<file path="src/rtl/counter_seq_pkg.sv">
// Shared types and constants for the counter sequencer.
package counter_seq_pkg;

    localparam int CNT_W = 8;

    typedef enum logic [2:0] {
        ST_IDLE = 3'd0,
        ST_LOAD = 3'd1,
        ST_UP   = 3'd2,
        ST_DOWN = 3'd3,
        ST_DONE = 3'd4
    } state_t;

endpackage

</file>
<file path="src/rtl/counter_sequencer.sv">
// Counter sequencer: drives an external up/down counter through a single
// up-ramp or a continuous triangle, and cross-checks the counter's value
// against an internal expected count one cycle after each command.
module counter_sequencer
    import counter_seq_pkg::*;
(
    input  logic             clk_in,
    input  logic             rst_in,
    input  logic             start_in,
    input  logic             mode_in,
    input  logic             abort_in,
    input  logic [CNT_W-1:0] start_val_in,
    input  logic [CNT_W-1:0] limit_in,
    input  logic [CNT_W-1:0] count_in,
    output logic             en_ctrl_out,
    output logic             set_ctrl_out,
    output logic             up_ctrl_out,
    output logic [CNT_W-1:0] counter_val_out,
    output logic             busy_out,
    output logic             done_out,
    output logic [CNT_W-1:0] cycles_out,
    output logic             err_out
);

    state_t           state_q,  state_d;
    logic [CNT_W-1:0] floor_q,  floor_d;
    logic [CNT_W-1:0] ceil_q,   ceil_d;
    logic             mode_q,   mode_d;
    logic [CNT_W-1:0] exp_q,    exp_d;
    logic             chk_q,    chk_d;
    logic [CNT_W-1:0] cycles_q, cycles_d;
    logic             err_q,    err_d;

    logic             en_q, set_q, up_q, busy_q, done_q;
    logic [CNT_W-1:0] val_q;

    assign en_ctrl_out     = en_q;
    assign set_ctrl_out    = set_q;
    assign up_ctrl_out     = up_q;
    assign counter_val_out = val_q;
    assign busy_out        = busy_q;
    assign done_out        = done_q;
    assign cycles_out      = cycles_q;
    assign err_out         = err_q;

    // Next-state, expected-count, period-count and error-flag computation.
    always_comb begin
        state_d  = state_q;
        floor_d  = floor_q;
        ceil_d   = ceil_q;
        mode_d   = mode_q;
        exp_d    = exp_q;
        cycles_d = cycles_q;
        err_d    = err_q;
        // The counter registers a command at the edge, so the value it
        // reports one cycle later must match the expected count then.
        chk_d    = en_q;

        if (chk_q && (count_in != exp_q)) begin
            err_d = 1'b1;
        end else begin
            err_d = err_q;
        end

        case (state_q)
            ST_IDLE: begin
                if (start_in) begin
                    if (start_val_in < limit_in) begin
                        state_d  = ST_LOAD;
                        floor_d  = start_val_in;
                        ceil_d   = limit_in;
                        mode_d   = mode_in;
                        err_d    = 1'b0;
                        cycles_d = {CNT_W{1'b0}};
                    end else begin
                        err_d = 1'b1;
                    end
                end else begin
                    state_d = ST_IDLE;
                end
            end
            ST_LOAD: begin
                exp_d = floor_q;
                if (abort_in) begin
                    state_d = ST_DONE;
                end else begin
                    state_d = ST_UP;
                end
            end
            ST_UP: begin
                exp_d = exp_q + 8'd1;
                if (abort_in) begin
                    state_d = ST_DONE;
                end else if (exp_q == (ceil_q - 8'd1)) begin
                    state_d = mode_q ? ST_DOWN : ST_DONE;
                end else begin
                    state_d = ST_UP;
                end
            end
            ST_DOWN: begin
                exp_d = exp_q - 8'd1;
                if (exp_q == (floor_q + 8'd1)) begin
                    if (cycles_q != 8'd255) begin
                        cycles_d = cycles_q + 8'd1;
                    end else begin
                        cycles_d = cycles_q;
                    end
                end else begin
                    cycles_d = cycles_q;
                end
                if (abort_in) begin
                    state_d = ST_DONE;
                end else if (exp_q == (floor_q + 8'd1)) begin
                    state_d = ST_UP;
                end else begin
                    state_d = ST_DOWN;
                end
            end
            ST_DONE: begin
                state_d = ST_IDLE;
            end
            default: begin
                state_d = ST_IDLE;
            end
        endcase
    end

    // State/data registers; control outputs are decoded from the next state
    // so that they are registered yet always match the current state.
    always_ff @(posedge clk_in) begin
        if (rst_in) begin
            state_q  <= ST_IDLE;
            floor_q  <= {CNT_W{1'b0}};
            ceil_q   <= {CNT_W{1'b0}};
            mode_q   <= 1'b0;
            exp_q    <= {CNT_W{1'b0}};
            chk_q    <= 1'b0;
            cycles_q <= {CNT_W{1'b0}};
            err_q    <= 1'b0;
            en_q     <= 1'b0;
            set_q    <= 1'b0;
            up_q     <= 1'b0;
            busy_q   <= 1'b0;
            done_q   <= 1'b0;
            val_q    <= {CNT_W{1'b0}};
        end else begin
            state_q  <= state_d;
            floor_q  <= floor_d;
            ceil_q   <= ceil_d;
            mode_q   <= mode_d;
            exp_q    <= exp_d;
            chk_q    <= chk_d;
            cycles_q <= cycles_d;
            err_q    <= err_d;
            en_q     <= (state_d == ST_LOAD) || (state_d == ST_UP) || (state_d == ST_DOWN);
            busy_q   <= (state_d == ST_LOAD) || (state_d == ST_UP) || (state_d == ST_DOWN);
            set_q    <= (state_d == ST_LOAD);
            up_q     <= (state_d == ST_UP);
            done_q   <= (state_d == ST_DONE);
            val_q    <= (state_d == ST_LOAD) ? floor_d : {CNT_W{1'b0}};
        end
    end

endmodule

</file>
<file path="config.mk">
export PLATFORM = sky130hd
export DESIGN_NAME = counter_sequencer
export DESIGN_NICKNAME = d
export VERILOG_FILES = /design/src/rtl/counter_seq_pkg.sv /design/src/rtl/counter_sequencer.sv
export SDC_FILE = /design/constraint.sdc
export NUM_CORES = 1
export LEC_CHECK = 0
export CAP_MARGIN = 10
export CORE_MARGIN = 3
export CORE_UTILIZATION = 53
export DETAILED_ROUTE_END_ITERATION = 12
export PLACE_DENSITY = 0.81
export SKIP_CTS_REPAIR_TIMING = 1
export SLEW_MARGIN = 10
export SYNTH_ARGS = -nofsm -noshare
export SYNTH_HDL_FRONTEND = slang
export SYNTH_SLANG_ARGS = --single-unit
export TNS_END_PERCENT = 50
</file>
<file path="constraint.sdc">
create_clock -name clk_in -period 3.5 [get_ports clk_in]
set_clock_uncertainty 0.2 [all_clocks]
set_input_delay 1.05 -clock clk_in [delete_from_list [all_inputs] [get_ports clk_in]]
set_output_delay 1.05 -clock clk_in [all_outputs]
set_load 0.01 [all_outputs]
</file>
==> qor.txt, run 1 <==
Critical Path AT - 3.52 ns
Initial antenna violation count - 0
Final hold violation count - 0
# rows - 26
Wire length per cell - 15.4 um
Area of the die - 6320 um2
HP Class - register to register
CP Launch Type - input port
Area post-placement - 3510 um2
Area growth syn-to-layout - 27.9%
Netlist cell types - 53
Fin crit share - 99.4%
Ys async rst share - 0%
Vias in the first global route - 2475
Number of synthesized flops with an enable pin - 0
Diode count - 0
Share of layout cells above drive strength 1 - 10.9%
Critical Path RT - 3.54 ns
Seq cells post-synth - 50
CP endpoint kind - register
Clk buf depth - 2
Number of CTS-inserted buffers - 5
PortBufs - 50
Area contributors post-synth - dfxtp_1 (35%), xnor2_1 (8.9%), ha_1 (7.0%)
Vias - 2575
Worst Path Max Fanout - 8
Hold slack - 0.294 ns
Mapped Area - 2860 um2
Via density - 5.63
Area of the multi-input gates - 1750 um2
Detailed Place HPWL - 5.23 mm
Final Power - 1.42 mW
# setup viols final - 0
Max_cap viols - 0
Register area - 1000 um2
Core area - 5170 um2
GP Congestion - 0.795
Initial DRC Count - 145
First-pass GRT wire length - 11.5 mm
Die height - 79.5 um
Synth Instances - 326
Leakage - 1.44 nW
Top FF cell, synth - dfxtp_1
Post-route ant nets - 0
Filler Cells Inserted - 393
Worst Tran Pin Value - 0.471 ns
Pin count of the biggest net entering global routing - 27
Reg2Reg Setup Slack - 0.37 ns
Final Core Density - 70.7%
Max-slew violation count - 0
Tmin final - 3.48 ns
Status - finished clean
DR pass1 iterations - 4
Sequential area share after synthesis - 35.0%
Clock Pin Slew Worst Setup and Hold Paths - 0.09 ns
H-tree depth - 2
Initial core utilization - 55.3%
Die W - 79.5 um
Worst vdd ir - 0.251 mV
Root buf cell - clkbuf_8
Pwr Density - 388 nW/um2
Syn nets - 372
DRC Markers - 0
Ports - 51
Grt ovf - 0
Overall routed net length - 7.03 mm
TritonCTS clock tree - built
Fin nets - 432
CTS Sinks - 50
GRT Total Usage - 22.8%
Top-area cell type share of the netlist area - 35.0%
Avg Cell Area, Syn - 8.78 um2
F_max - 0.287 GHz
Synth Warn # - 0
Kind of critical path - input port to register
Max transition margin - 68.5%
Final Cell Area - 3660 um2
Yosys top cell by area - dfxtp_1
Worst skew pair latency - 0.30 ns
[registers in the layout, summed over array words and instances (netlist names)]
register         flops
busy_out             1
exp_q                8
ceil_q               8
counter_val_out      8
up_ctrl_out          1
set_ctrl_out         1
floor_q              8
cycles_out           8
chk_q                1
done_out             1
state_q              3
err_out              1
mode_q               1
[power by group]
part,internal [mW],total (mW),switching [mW]
clock network,0.215,0.416,0.201
registers,0.603,0.655,0.0516
logic,0.183,0.350,0.166
[per-stage QoR]
| step | setup slack, ns | cells | setup TNS (ns) |
|---|---|---|---|
| global route | -0.0752 | 457 | -0.0752 |
| finish | 0.0204 | 457 | 0 |
| CTS | -0.0221 | 455 | -0.0221 |
| detailed placement | -0.328 | 447 | -1.42 |
| global placement | -0.243 | 447 | -0.808 |
| floorplan | 0.284 | 326 | 0 |
[synthesized netlist by cell type (all sizes together) (2+ instances only)]
library cell	number
xor2	9
o41ai	2
dfxtp	50
nand3	9
and3	2
or3	4
nor2b	4
clkbuf	10
nand2b	4
mux2i	16
nor3	9
o221ai	5
o21ba	2
o22ai	2
a221oi	2
a211oi	4
o21ai	8
buf	5
nor2	42
nand4	8
o2111ai	2
a2111oi	2
and2	2
a21o	3
nand2	14
ha	16
xnor2	29
or4	3
a21oi	20
and4	3
o221a	3
inv	20
[path summary, 6_finish.rpt]
check,cells after the start,endpoint,from
setup / recovery,10,cycles_out[5],limit_in[7]
hold / removal,1,chk_q,busy_out
setup reg to reg,12,exp_q[7],state_q[1]
hold reg to reg,1,chk_q,busy_out
[cell type report]
class	instances	share of cell area [%]
multi-input combinational	241	47.7
sequential	50	27.4
timing repair buffer	68	17.4
tap	70	2.39
inverter	20	2.05
clock buffer	5	1.88
clock inverter	3	1.20
[worst max-delay path: stages]
cell and delay, ns:
clkdlybuf4s50_1 0.48, inv_1 0.05, ha_1 0.28, a211o_1 0.31, a21oi_2 0.12, o21ai_2 0.10, a32oi_2 0.31, nand2_2 0.16
or4_4 0.52, a21oi_2 0.14
[logic make-up (layout without fill, tap and decap cells)]
group / Yosys count / after routing / share of synthesized area (%)
mux: 16 / 16 / 5.60
simple gates: 107 / 107 / 18.8
buf+inv: 35 / 96 / 4.90
compound gates: 63 / 63 / 16.4
xor+xnor: 38 / 38 / 11.6
flops: 50 / 50 / 35.0
fa+ha+maj: 17 / 17 / 7.70
[cells in the final DEF, fill, tap and decap left out, types with 3 or more instances in the layout]
cell type / netlist / routed
dfxtp_1: 50 / 50
clkdlybuf4s50_1: 0 / 50
nor2_1: 42 / 42
xnor2_1: 29 / 29
inv_1: 20 / 20
buf_4: 1 / 18
a21oi_1: 20 / 17
mux2i_1: 16 / 16
ha_1: 16 / 16
nand2_1: 13 / 13
xor2_1: 9 / 9
nor3_1: 9 / 9
nand3_1: 8 / 8
nand4_1: 8 / 8
o21ai_0: 8 / 7
clkbuf_8: 0 / 5
nor2b_1: 4 / 4
nand2b_1: 4 / 4
o221ai_1: 4 / 4
or3_1: 4 / 4
a211oi_1: 4 / 4
a21o_1: 3 / 3
a21oi_2: 0 / 3
and4_1: 3 / 3
[metal layers]
layer | vias to the layer above | global-route usage, % | routed length [um]
met3 | 10 | 3.84 | 421
met1 | 1204 | 30.8 | 3160
li1 | 1275 | - | -
met4 | 0 | 6.70 | 86
met2 | 86 | 37.1 | 3360
met5 | - | 0 | 0
Power figures use the tool's default switching activity.
==> run 2, diff against run 1 <==
--- a/config.mk
+++ b/config.mk
@@ -5,11 +5,12 @@
 export SDC_FILE = /design/constraint.sdc
 export NUM_CORES = 1
 export LEC_CHECK = 0
-export CAP_MARGIN = 10
+export CAP_MARGIN = 5
 export CORE_MARGIN = 3
 export CORE_UTILIZATION = 53
 export DETAILED_ROUTE_END_ITERATION = 12
 export PLACE_DENSITY = 0.81
+export RECOVER_POWER = 50
 export SKIP_CTS_REPAIR_TIMING = 1
 export SLEW_MARGIN = 10
 export SYNTH_ARGS = -nofsm -noshare
==> run 2 against run 1 <==
  * Utilization fell by 0.15 points
  * Sequential power barely moved
  * Final cell count did not move
  * Register-to-register slack barely moved
  * Global-route usage did not move
  * Wire length rose by 0.70%
  * Non-clock buffer count did not move
  * Fmax fell by 0.19%
  * Power fell by 0.19%
  * Critical endpoint unchanged
  * Largest cell class unchanged
==> qor.txt, run 2 (same netlist as run 1, synthesis figures left out) <==
# rows - 26
H-tree depth - 2
Fin crit share - 99.6%
Die height - 79.5 um
Post-route ant nets - 0
# setup viols final - 0
Wire length per cell - 15.5 um
Detailed Place HPWL - 5.23 mm
Number of CTS-inserted buffers - 5
CP endpoint kind - register
Sequential share of power - 46.2%
Worst vdd ir - 0.252 mV
Worst skew pair latency - 0.31 ns
Final hold violation count - 0
Initial antenna violation count - 0
Filler Cells Inserted - 393
Clk buf depth - 2
Fin worst setup slack - 0.0139 ns
Ports - 51
Switching Power - 422 uW
GP Congestion - 0.795
GRT Total Usage - 22.8%
Initial core utilization - 55.3%
Fin nets - 432
Initial DRC Count - 141
Pin count of the biggest net entering global routing - 27
Die W - 79.5 um
Worst Tran Pin Value - 1.26 ns
Critical Path AT - 3.53 ns
HP Class - register to register
Reg2Reg Setup Slack - 0.37 ns
Diode count - 0
Root buf cell - clkbuf_8
Via density - 5.66
Most common cell after layout, fill and taps aside - dfxtp_1
PortBufs - 50
Most frequent cells in the layout - dfxtp_1 (50), nor2_1 (42), xnor2_1 (29)
Area of the die - 6320 um2
Status - finished clean
Tmin final - 3.49 ns
Leakage - 1.51 nW
Max-slew violation count - 0
DR pass1 iterations - 4
TritonCTS clock tree - built
Overall routed net length - 7.08 mm
Worst Path Max Fanout - 8
Grt ovf - 0
CP Launch Type - input port
Max_cap viols - 0
Critical Path RT - 3.54 ns
DRC Markers - 0
Internal power - 995 uW
Vias - 2586
Core area - 5170 um2
Hold_sp - busy_out
F_max - 0.287 GHz
Pwr Density - 388 nW/um2
First-pass GRT wire length - 11.5 mm
Place WS - -0.328 ns
Area growth syn-to-layout - 27.6%
Final Core Density - 70.6%
Kind of critical path - input port to register
CTS Sinks - 50
Switch share - 29.8%
Comb power frac - 24.3%
Reg2reg start - state_q[1]
Clk network pwr share - 29.5%
Share of layout cells above drive strength 1 - 10.3%
Vias in the first global route - 2475
Clock Pin Slew Worst Setup and Hold Paths - 0.10 ns
Max transition margin - 16.3%
Crit path launch - limit_in[7]
run 2: cell count changes in the layout (fill, tap and decap cells not counted), sizes merged:
cell,delta
dlygate4sd3,+23
buf,-2
clkdlybuf4s50,-23
clkbuf,+2
run 2: final timing paths:
kind	cells after the start	endpoint
min	1	chk_q
max	10	cycles_out[5]
min reg2reg	1	chk_q
max reg2reg	12	exp_q[7]
run 2: layout make-up:
type | count | area [um2] | area share [%]
Clock buffer | 5 | 68.8 | 1.88
Sequential cell | 50 | 1000 | 27.4
Inverter | 20 | 75.1 | 2.06
Timing Repair Buffer | 68 | 628 | 17.2
Tap cell | 70 | 87.6 | 2.40
Clock inverter | 3 | 43.8 | 1.20
Multi-Input combinational cell | 241 | 1750 | 47.8
run 2: routing by layer:
layer	up-vias	global-route usage, %	wire, um
li1	1276	-	-
met5	-	0	0
met4	0	6.70	108
met3	12	3.84	384
met2	75	37.1	3390
met1	1223	30.8	3200
run 2: per-stage QoR:
step	setup TNS (ns)	area, um2	cells	hold slack, ns	power (mW)
floorplan	0	2860	326	0.235	0.877
global placement	-0.808	3510	447	0.275	0.994
detailed placement	-1.42	3510	447	0.287	1.00
CTS	-0.0221	3620	455	0.301	1.42
global route	-0.0782	3650	457	0.313	1.49
finish	0	3650	457	0.290	1.42
run 2: power by group through the flow:
stage	clock [mW]	sequential [mW]	combinational [mW]
3_3_place_gp	0	0.665	0.329
3_5_place_dp	0	0.666	0.336
6_report	0.419	0.655	0.344
5_1_grt	0.449	0.660	0.378
2_1_floorplan	0	0.646	0.232
4_1_cts	0.428	0.653	0.339
run 2: critical path, stage by stage:
cell and delay [ns]:
clkdlybuf4s50_1 0.48, inv_1 0.05, ha_1 0.28, a211o_1 0.31, a21oi_2 0.12, o21ai_2 0.10, a32oi_2 0.31, nand2_2 0.17
or4_4 0.52, a21oi_2 0.14
